### src/rtl/cache_backing_memory.sv
// Main-memory responder behind the two-way cache: one request at a time, fixed latency,
// single-cycle completion pulse, and saturating read/write access counters.
`timescale 1ns/1ps
module cache_backing_memory #(
    parameter int ADDR_W  = 6,
    parameter int DATA_W  = 8,
    parameter int LATENCY = 4
) (
    input  logic              Clk,
    input  logic              Reset,
    input  logic              MemReq,
    input  logic              MemRWB,
    input  logic [ADDR_W-1:0] MemAddr,
    input  logic [DATA_W-1:0] MemWData,
    output logic [DATA_W-1:0] MemRData,
    output logic              MemReady,
    output logic              MemBusy,
    output logic [7:0]        ReadCount,
    output logic [7:0]        WriteCount
);

    localparam int         DEPTH    = 2**ADDR_W;
    localparam logic [3:0] CNT_LOAD = 4'(LATENCY - 1);

    typedef enum logic [1:0] {
        S_IDLE    = 2'd0,
        S_WAIT    = 2'd1,
        S_RESPOND = 2'd2
    } state_t;

    state_t              state_q, state_d;
    logic [3:0]          cnt_q, cnt_d;
    logic                rwb_q, rwb_d;
    logic [ADDR_W-1:0]   addr_q, addr_d;
    logic [DATA_W-1:0]   wdata_q, wdata_d;
    logic [DATA_W-1:0]   rdata_q, rdata_d;
    logic [7:0]          rd_cnt_q, rd_cnt_d;
    logic [7:0]          wr_cnt_q, wr_cnt_d;
    logic [DATA_W-1:0]   mem_q [DEPTH];
    logic                accept;
    logic                respond_en;

    function automatic logic [7:0] sat_inc(input logic [7:0] v);
        return (v == 8'hFF) ? v : v + 8'd1;
    endfunction

    // State register and control/status flops
    always_ff @(posedge Clk or posedge Reset) begin
        if (Reset) begin
            state_q  <= S_IDLE;
            cnt_q    <= 4'd0;
            rdata_q  <= '0;
            rd_cnt_q <= 8'd0;
            wr_cnt_q <= 8'd0;
        end else begin
            state_q  <= state_d;
            cnt_q    <= cnt_d;
            rdata_q  <= rdata_d;
            rd_cnt_q <= rd_cnt_d;
            wr_cnt_q <= wr_cnt_d;
        end
    end

    // Request capture needs no reset: it is only consumed after an accept
    always_ff @(posedge Clk) begin
        rwb_q   <= rwb_d;
        addr_q  <= addr_d;
        wdata_q <= wdata_d;
    end

    // Reset restores the identity pattern Mem[a] = a
    always_ff @(posedge Clk or posedge Reset) begin
        if (Reset) begin
            for (int i = 0; i < DEPTH; i++) begin
                mem_q[i] <= DATA_W'(i);
            end
        end else if (respond_en && !rwb_q) begin
            mem_q[addr_q] <= wdata_q;
        end
    end

    // Next-state logic
    always_comb begin
        state_d = state_q;
        cnt_d   = cnt_q;
        case (state_q)
            S_IDLE: begin
                if (MemReq) begin
                    state_d = S_WAIT;
                    cnt_d   = CNT_LOAD;
                end
            end
            S_WAIT: begin
                if (cnt_q == 4'd0) begin
                    state_d = S_RESPOND;
                end else begin
                    cnt_d = cnt_q - 4'd1;
                end
            end
            S_RESPOND: state_d = S_IDLE;
            default:   state_d = S_IDLE;
        endcase
    end

    always_comb begin
        accept     = (state_q == S_IDLE) && MemReq;
        respond_en = (state_q == S_WAIT) && (cnt_q == 4'd0);
        rwb_d      = accept ? MemRWB   : rwb_q;
        addr_d     = accept ? MemAddr  : addr_q;
        wdata_d    = accept ? MemWData : wdata_q;
        rdata_d    = rdata_q;
        rd_cnt_d   = rd_cnt_q;
        wr_cnt_d   = wr_cnt_q;
        if (respond_en) begin
            if (rwb_q) begin
                rdata_d  = mem_q[addr_q];
                rd_cnt_d = sat_inc(rd_cnt_q);
            end else begin
                wr_cnt_d = sat_inc(wr_cnt_q);
            end
        end
    end

    // Outputs decode from registered state only
    always_comb begin
        MemReady   = (state_q == S_RESPOND);
        MemBusy    = (state_q != S_IDLE);
        MemRData   = rdata_q;
        ReadCount  = rd_cnt_q;
        WriteCount = wr_cnt_q;
    end

endmodule
### config.mk
export PLATFORM = sky130hd
export DESIGN_NAME = cache_backing_memory
export DESIGN_NICKNAME = d
export VERILOG_FILES = /design/src/rtl/cache_backing_memory.sv
export SDC_FILE = /design/constraint.sdc
export NUM_CORES = 1
export LEC_CHECK = 0
export ABC_AREA = 1
export BUFFER_PORTS_ARGS = -buffer_cell sky130_fd_sc_hd__buf_2
export CORE_ASPECT_RATIO = 0.7
export CORE_MARGIN = 3
export CORE_UTILIZATION = 35
export DETAILED_ROUTE_END_ITERATION = 7
export GPL_ROUTABILITY_DRIVEN = 1
export PLACE_DENSITY = 0.48
export SETUP_SLACK_MARGIN = 0.3
export SKIP_CTS_REPAIR_TIMING = 1
export SLEW_MARGIN = 30
export SYNTH_ARGS = -nofsm -noshare
export SYNTH_HDL_FRONTEND = slang
export SYNTH_SLANG_ARGS = --single-unit
### constraint.sdc
create_clock -name Clk -period 23.5 [get_ports Clk]
set_input_delay 2.35 -clock Clk [delete_from_list [all_inputs] [get_ports Clk]]
set_output_delay 2.35 -clock Clk [all_outputs]
set_load 0.05 [all_outputs]
==> impl_metrics.tcl, run 1 <==
set metrics [dict create \
    status "complete, no violations" \
    yosysMostFrequentCell "nand2_1" \
    drive_gt1_share_pct 12.8 \
    synth.area.top_cells "dfrtp_1 (33%), dfstp_2 (19%), nand2_1 (16%)" \
    antenna_found_initial 0 \
    clk_path_buf_depth 3 \
    clk_pin_slew_ns 0.06 \
    cts_inserted_buffers 59 \
    synth_edf_count 15 \
    dr_total_vias 20897 \
    critPathTopFamily "buffers and inverters" \
    ys_seq_area_share_pct 54.1 \
    cp.buffers_inverters 5 \
    ys_ff_latch 557 \
    detail_route.wl_per_cell_um 17.7 \
    cp.arrival_ns 5.14 \
    rsz0062_at_grt "no" \
    insertion_delay_ns 0.65 \
    synth_cell_type_count 32 \
    fin_total_pwr_uw 2540 \
    dp.cells 4196 \
    yosysTopAreaCellShare_pct 33.2 \
    end_kind "async pin" \
    cpMostUsedCell "buf_4" \
    clockPowerShare_pct 40.3 \
    switching_power_uw 782 \
    clkSinkCount 557 \
    synthTopCellsByCount "nand2_1 (1133), o21ai_0 (577), inv_1 (394), dfrtp_1 (350), dfstp_2 (192)" \
    cts_root_buf "clkbuf_16" \
    p_per_area_nw_per_um2 85.9 \
    cp_cell_sequence "buf_2 > clkinv_8 > buf_4 > buf_4 > buf_6" \
    drv_cap 0 \
    routed_wl_um 76500 \
    tritoncts "done" \
    fin_util_pct 40.0 \
    grt_max_degree 211 \
    hold_depth 1 \
    drtIter0Drc 1822 \
    grt_pass1_vias 19755 \
    routed_via_density 4.85 \
    grt-busiest-layer "met1" \
    die-area_um2 78700 \
    worst-path-stages 5 \
    crit_type "in -> async" \
    stdcell_area_um2 29500 \
    min_period_over_period_pct 18.9 \
    firstDrtPassIters 6 \
    hold_violations 0 \
    rows 83 \
    core-area_um2 73900 \
    syn_nets 3369 \
    areaGrowthSynthToFinish_pct 12.0 \
    ir_drop_mv 0.0599 \
    tns_ns 0 \
    p_leak_uw 0.0131 \
    crit_slowest_cell "buf_4" \
    fin_crit_ns 4.44 \
    placed_area_um2 27300 \
    synth_area_per_cell_um2 7.88 \
    slew_headroom_pct 37.9 \
    ys.flop_type "dfrtp_1" \
    clock_skew_ns 0.0269 \
    switching_share_pct 30.8 \
    use_met2_pct 28.1 \
    syn_inst 3347 \
    grtUsageMet3_pct 3.52 \
    initial_core_util_pct 35.7 \
    hold_path.class "reg -> reg" \
    pin_count 44 \
    overflow 0 \
    die_y_um 236 \
    grt_usage_pct 19.5 \
    grt_pass1_wl_um 120000 \
    die_w_um 334 \
    port_buffers 43 \
    synth_area_um2 26400 \
    finalMaxSlewViolations 0 \
    slowest_delay_ns 0.77 \
    fmax_ghz 0.225 \
    h-tree-depth 2 \
    use_met1_pct 29.8 \
    hpwl_um 45200 \
    p_int_uw 1760 \
    pwr-share-comb_pct 17.6 \
    ys_warn_count 0 \
    finalSetupViolCount 0 \
    detail-route-antenna-nets 0 \
    critPathLaunchType "input pin" \
    drcViolationCount 0 \
    seqPwrFrac_pct 42.1 \
    nets 3306 \
    rr_worst_depth 11 \
    async_flop_share_pct 97.3 \
    critPathMaxFanout 132 \
    synth_top_cell_by_area "dfrtp_1" \
    finalNonFillerCells 4313 \
    tightest_slew_ns 0.931 \
    finalWeightedCongestion 0.804 \
    cp.required_ns 24.20 \
]
-- area by class of cell --
type / count / area (um2)
Fill cell: 7588 / 44400
Tap cell: 977 / 1220
Timing Repair Buffer: 79 / 589
Multi-Input combinational cell: 2184 / 9820
Inverter: 403 / 1530
Clock buffer: 95 / 1820
Antenna cell: 1 / 2.50
Clock inverter: 17 / 300
Sequential cell: 557 / 14300
-- worst paths after layout --
path	startpoint	endpoint	slack, ns
max	Reset	mem_q[24]	19.06
min	cnt_q[0]	cnt_q[0]	0.46
max reg2reg	addr_q[2]	MemRData[0]	20.06
min reg2reg	cnt_q[0]	cnt_q[0]	0.46
max in group Clk	state_q[0]	MemBusy	19.75
min in group asynchronous	Reset	mem_q[408]	1.80
-- registers in the layout (all words and copies together), names as in the netlist --
signal	count
MemRData	8
ReadCount	8
WriteCount	8
addr_q	6
cnt_q	4
mem_q	512
rwb_q	1
state_q	2
wdata_q	8
-- cells by family (layout without fill, tap and decap cells) --
| group | count (synthesis) | after routing | synth area share [%] |
|---|---|---|---|
| adder cells (fa/ha/maj) | 4 | 4 | 0.190 |
| XOR/XNOR | 13 | 13 | 0.432 |
| AO/OA/AOI/OAI | 650 | 650 | 13.0 |
| flip-flops | 557 | 557 | 54.1 |
| AND/OR/NAND/NOR | 1517 | 1517 | 23.4 |
| other | 0 | 1 | 0 |
| buffers and inverters | 606 | 594 | 8.95 |
-- power by group through the flow --
stage	Combinational [uW]	Sequential, uW	Clock, uW
final	448	1070	1020
after detailed placement	448	1090	0
after CTS	449	1070	1050
after floorplan	270	1110	0
after global placement	445	1080	0
after global routing	501	1080	1090
-- stage by stage --
step	worst slack, ns	hold WS, ns
after floorplan	6.32	0.440
after global placement	17.77	0.457
after detailed placement	17.73	0.461
after CTS	18.44	0.468
after global routing	18.62	0.491
final	19.06	0.464
-- layer usage --
metal / wire, um / part of all wire, %
met5: 0 / 0
met4: 1820 / 2.4
met3: 3890 / 5.1
met2: 32000 / 42
met1: 38900 / 51
-- cells in the final DEF (no fill, tap or decap), drive strengths merged, types with 2 or more instances in the layout --
cell | synthesis | routed
o211ai | 69 | 69
inv | 394 | 402
nor4 | 6 | 6
o21ai | 577 | 577
nor2 | 168 | 168
nand4 | 4 | 4
nand3 | 160 | 160
or2 | 32 | 32
edfxtp | 15 | 15
ha | 4 | 4
nand2 | 1134 | 1134
xnor2 | 6 | 6
dfrtp | 350 | 350
dfstp | 192 | 192
nor3 | 12 | 12
bufinv | 0 | 8
xor2 | 7 | 7
a21oi | 2 | 2
buf | 51 | 79
clkbuf | 152 | 95
clkinv | 9 | 10
Note: power is estimated with default switching activity, not from simulation.
==> run 2: changes to the inputs <==
Settings changed: ABC_AREA 1 to 0, PLACE_DENSITY 0.48 to 0.5.
Clock period 23.5 ns to 3.85 ns, I/O delays scaled along.
==> run 2 against run 1 <==
Compared with the run above: count of clock-buffer cells in the layout fell by 13; worst setup slack got worse by 18 ns; register-to-register slack got worse by 19 ns; critical path depth rose by 3; final area barely moved; highest routed layer is now met5; core utilization rose by 1.1 points; flip-flop and latch count did not move; critical path type is now reg -> reg; non-clock buffer count rose by 76; via count fell by 24%; combinational power rose to 5.6 times the previous value; first-iteration DRC count fell by 42%.
==> impl_metrics.tcl, run 2 <==
set metrics [dict create \
    core-area_um2 71900 \
    mostFrequentLayoutCell "mux2_2" \
    detail-route-antenna-nets 0 \
    clock_skew_ns 0.0188 \
    r2r-start "addr_q[0]" \
    fmax_ghz 0.314 \
    dr_total_vias 15821 \
    ys_warn_count 0 \
    top_register "mem_q" \
    antenna_found_initial 3 \
    synth_cell_type_count 56 \
    min_from "MemReq" \
    ys_seq_area_share_pct 55.8 \
    hpwl_um 51100 \
    finalSetupViolCount 0 \
    hold_violations 0 \
    rr_worst_depth 8 \
    synth_top_cell_by_area "dfrtp_1" \
    finalWeightedCongestion 0.871 \
    synthTopCellsByCount "mux2_2 (534), dfrtp_1 (350), dfstp_2 (192), mux2i_1 (80), clkbuf_1 (72)" \
    status "complete, no violations" \
    hold_depth 3 \
    clkSinkCount 557 \
    routed_wl_um 77500 \
    rows 82 \
    initial_core_util_pct 35.5 \
    cts_root_buf "clkbuf_16" \
    ys.flop_type "dfrtp_1" \
    grt_usage_pct 20.4 \
    ir_drop_mv 0.374 \
    finalNonFillerCells 2891 \
    end_kind "flip-flop" \
    largest_reg_flops 512 \
    yosysTopAreaCellShare_pct 34.3 \
    synth_area_um2 25600 \
    grtUsageMet3_pct 6.07 \
    grt_pass1_vias 16364 \
    p_per_area_nw_per_um2 511 \
    cp.arrival_ns 3.70 \
    cts_inserted_buffers 56 \
    setup_slack_ns 0.667 \
    drcViolationCount 0 \
    startpoint "addr_q[0]" \
    die-area_um2 76400 \
    tightest_slew_ns 0.930 \
    min_period_over_period_pct 82.7 \
    die_y_um 232 \
    overflow 0 \
    fin_crit_ns 3.18 \
    use_met2_pct 28.0 \
    crit_type "reg -> reg" \
    areaGrowthSynthToFinish_pct 15.6 \
    drive_gt1_share_pct 57.1 \
    routed_via_density 5.47 \
    clk_pin_slew_ns 0.07 \
    async_flop_share_pct 97.3 \
    ys_ff_latch 557 \
    slew_headroom_pct 38.0 \
    firstDrtPassIters 5 \
    hold_path.class "in -> reg" \
    pin_count 44 \
    syn_nets 1815 \
    syn_inst 1793 \
    die_w_um 329 \
    h-tree-depth 2 \
    final_cell_mix "mux2_2 (534), dfrtp_1 (350), dfstp_2 (192)" \
    pre_cts_slack_ns 0.659 \
    p_leak_uw 0.0135 \
    rsz0062_at_grt "no" \
    fin_total_pwr_uw 15100 \
    port_buffers 43 \
    detail_route.wl_per_cell_um 26.8 \
    synth.area.top_cells "dfrtp_1 (34%), mux2_2 (24%), dfstp_2 (20%)" \
    use_met1_pct 31.1 \
    synth_area_per_cell_um2 14.3 \
    synth_edf_count 15 \
    drtIter0Drc 1053 \
    cp.required_ns 4.37 \
    grt_pass1_wl_um 115000 \
    finalMaxSlewViolations 0 \
    yosysMostFrequentCell "mux2_2" \
    drv_cap 0 \
    fillers 6583 \
    tritoncts "done" \
    clk_path_buf_depth 3 \
    critPathLaunchType "flip-flop" \
    grt_max_degree 96 \
    dp.cells 2768 \
    nets 1898 \
    insertion_delay_ns 0.64 \
    grt-busiest-layer "met1" \
    critPathMaxFanout 11 \
]
==> run 2: critical path: stages, from the launching register on <==
cell and delay, ns:
edfxtp_1 0.66, and2_0 0.57, buf_4 0.32, buf_4 0.16, a221oi_1 0.31, nor2_1 0.07
o21ai_0 0.54, nand3_1 0.21, o22a_1 0.22
==> run 2: worst paths after layout <==
kind                                  to  slack (ns)
max                          MemRData[7]        0.67
max reg2reg                  MemRData[7]        0.67
min reg2reg                   mem_q[183]        0.49
min                           state_q[0]        0.22
min in group asynchronous  WriteCount[5]        0.32
max in group asynchronous     mem_q[443]        2.43
==> run 2: report_power, final <==
| part | switching, uW | internal, uW | total (uW) |
|---|---|---|---|
| combinational | 1660 | 839 | 2500 |
| sequential | 354 | 6350 | 6700 |
| clock | 2440 | 3460 | 5900 |
==> run 2: cells by family (layout without fill, tap and decap cells) <==
group                    count (synthesis)  count (layout)  synth area share, %
AO/OA/AOI/OAI                          205             205                 5.74
XOR/XNOR                                16              16                0.548
adder cells (fa/ha/maj)                  4               4                0.196
buffers and inverters                  138             269                 2.26
flip-flops                             557             557                 55.8
multiplexers                           668             668                 31.0
other                                    0               1                    0
AND/OR/NAND/NOR                        205             205                 4.48
==> run 2: cell type report <==
type / instances / area (um2) / share of cell area (%)
Sequential cell: 557 / 14300 / 48.3
Multi-Input combinational cell: 1098 / 10800 / 36.5
Clock buffer: 82 / 1700 / 5.76
Timing Repair Buffer: 155 / 1270 / 4.30
Tap cell: 966 / 1210 / 4.09
Clock inverter: 24 / 285 / 0.966
Inverter: 8 / 33.8 / 0.114
Antenna cell: 1 / 2.50 / 0.00847
==> run 2: layer usage <==
layer / vias up / share of wire [%]
met1: 8502 / 50
met5: - / 0.022
met3: 115 / 7.1
met4: 4 / 2.3
li1: 6838 / -
met2: 362 / 40
==> run 2: through the flow <==
step / cell area (um2) / setup TNS (ns) / util [%] / hold WS, ns
5_1_grt: 29500 / 0 / 41.1 / 0.237
3_5_place_dp: 27400 / 0 / 38.1 / 0.439
2_1_floorplan: 25600 / -1644.77 / - / 0.459
6_report: 29500 / 0 / 41.1 / 0.216
4_1_cts: 29400 / 0 / 40.8 / -0.247
3_3_place_gp: 27400 / 0 / 38.0 / 0.472
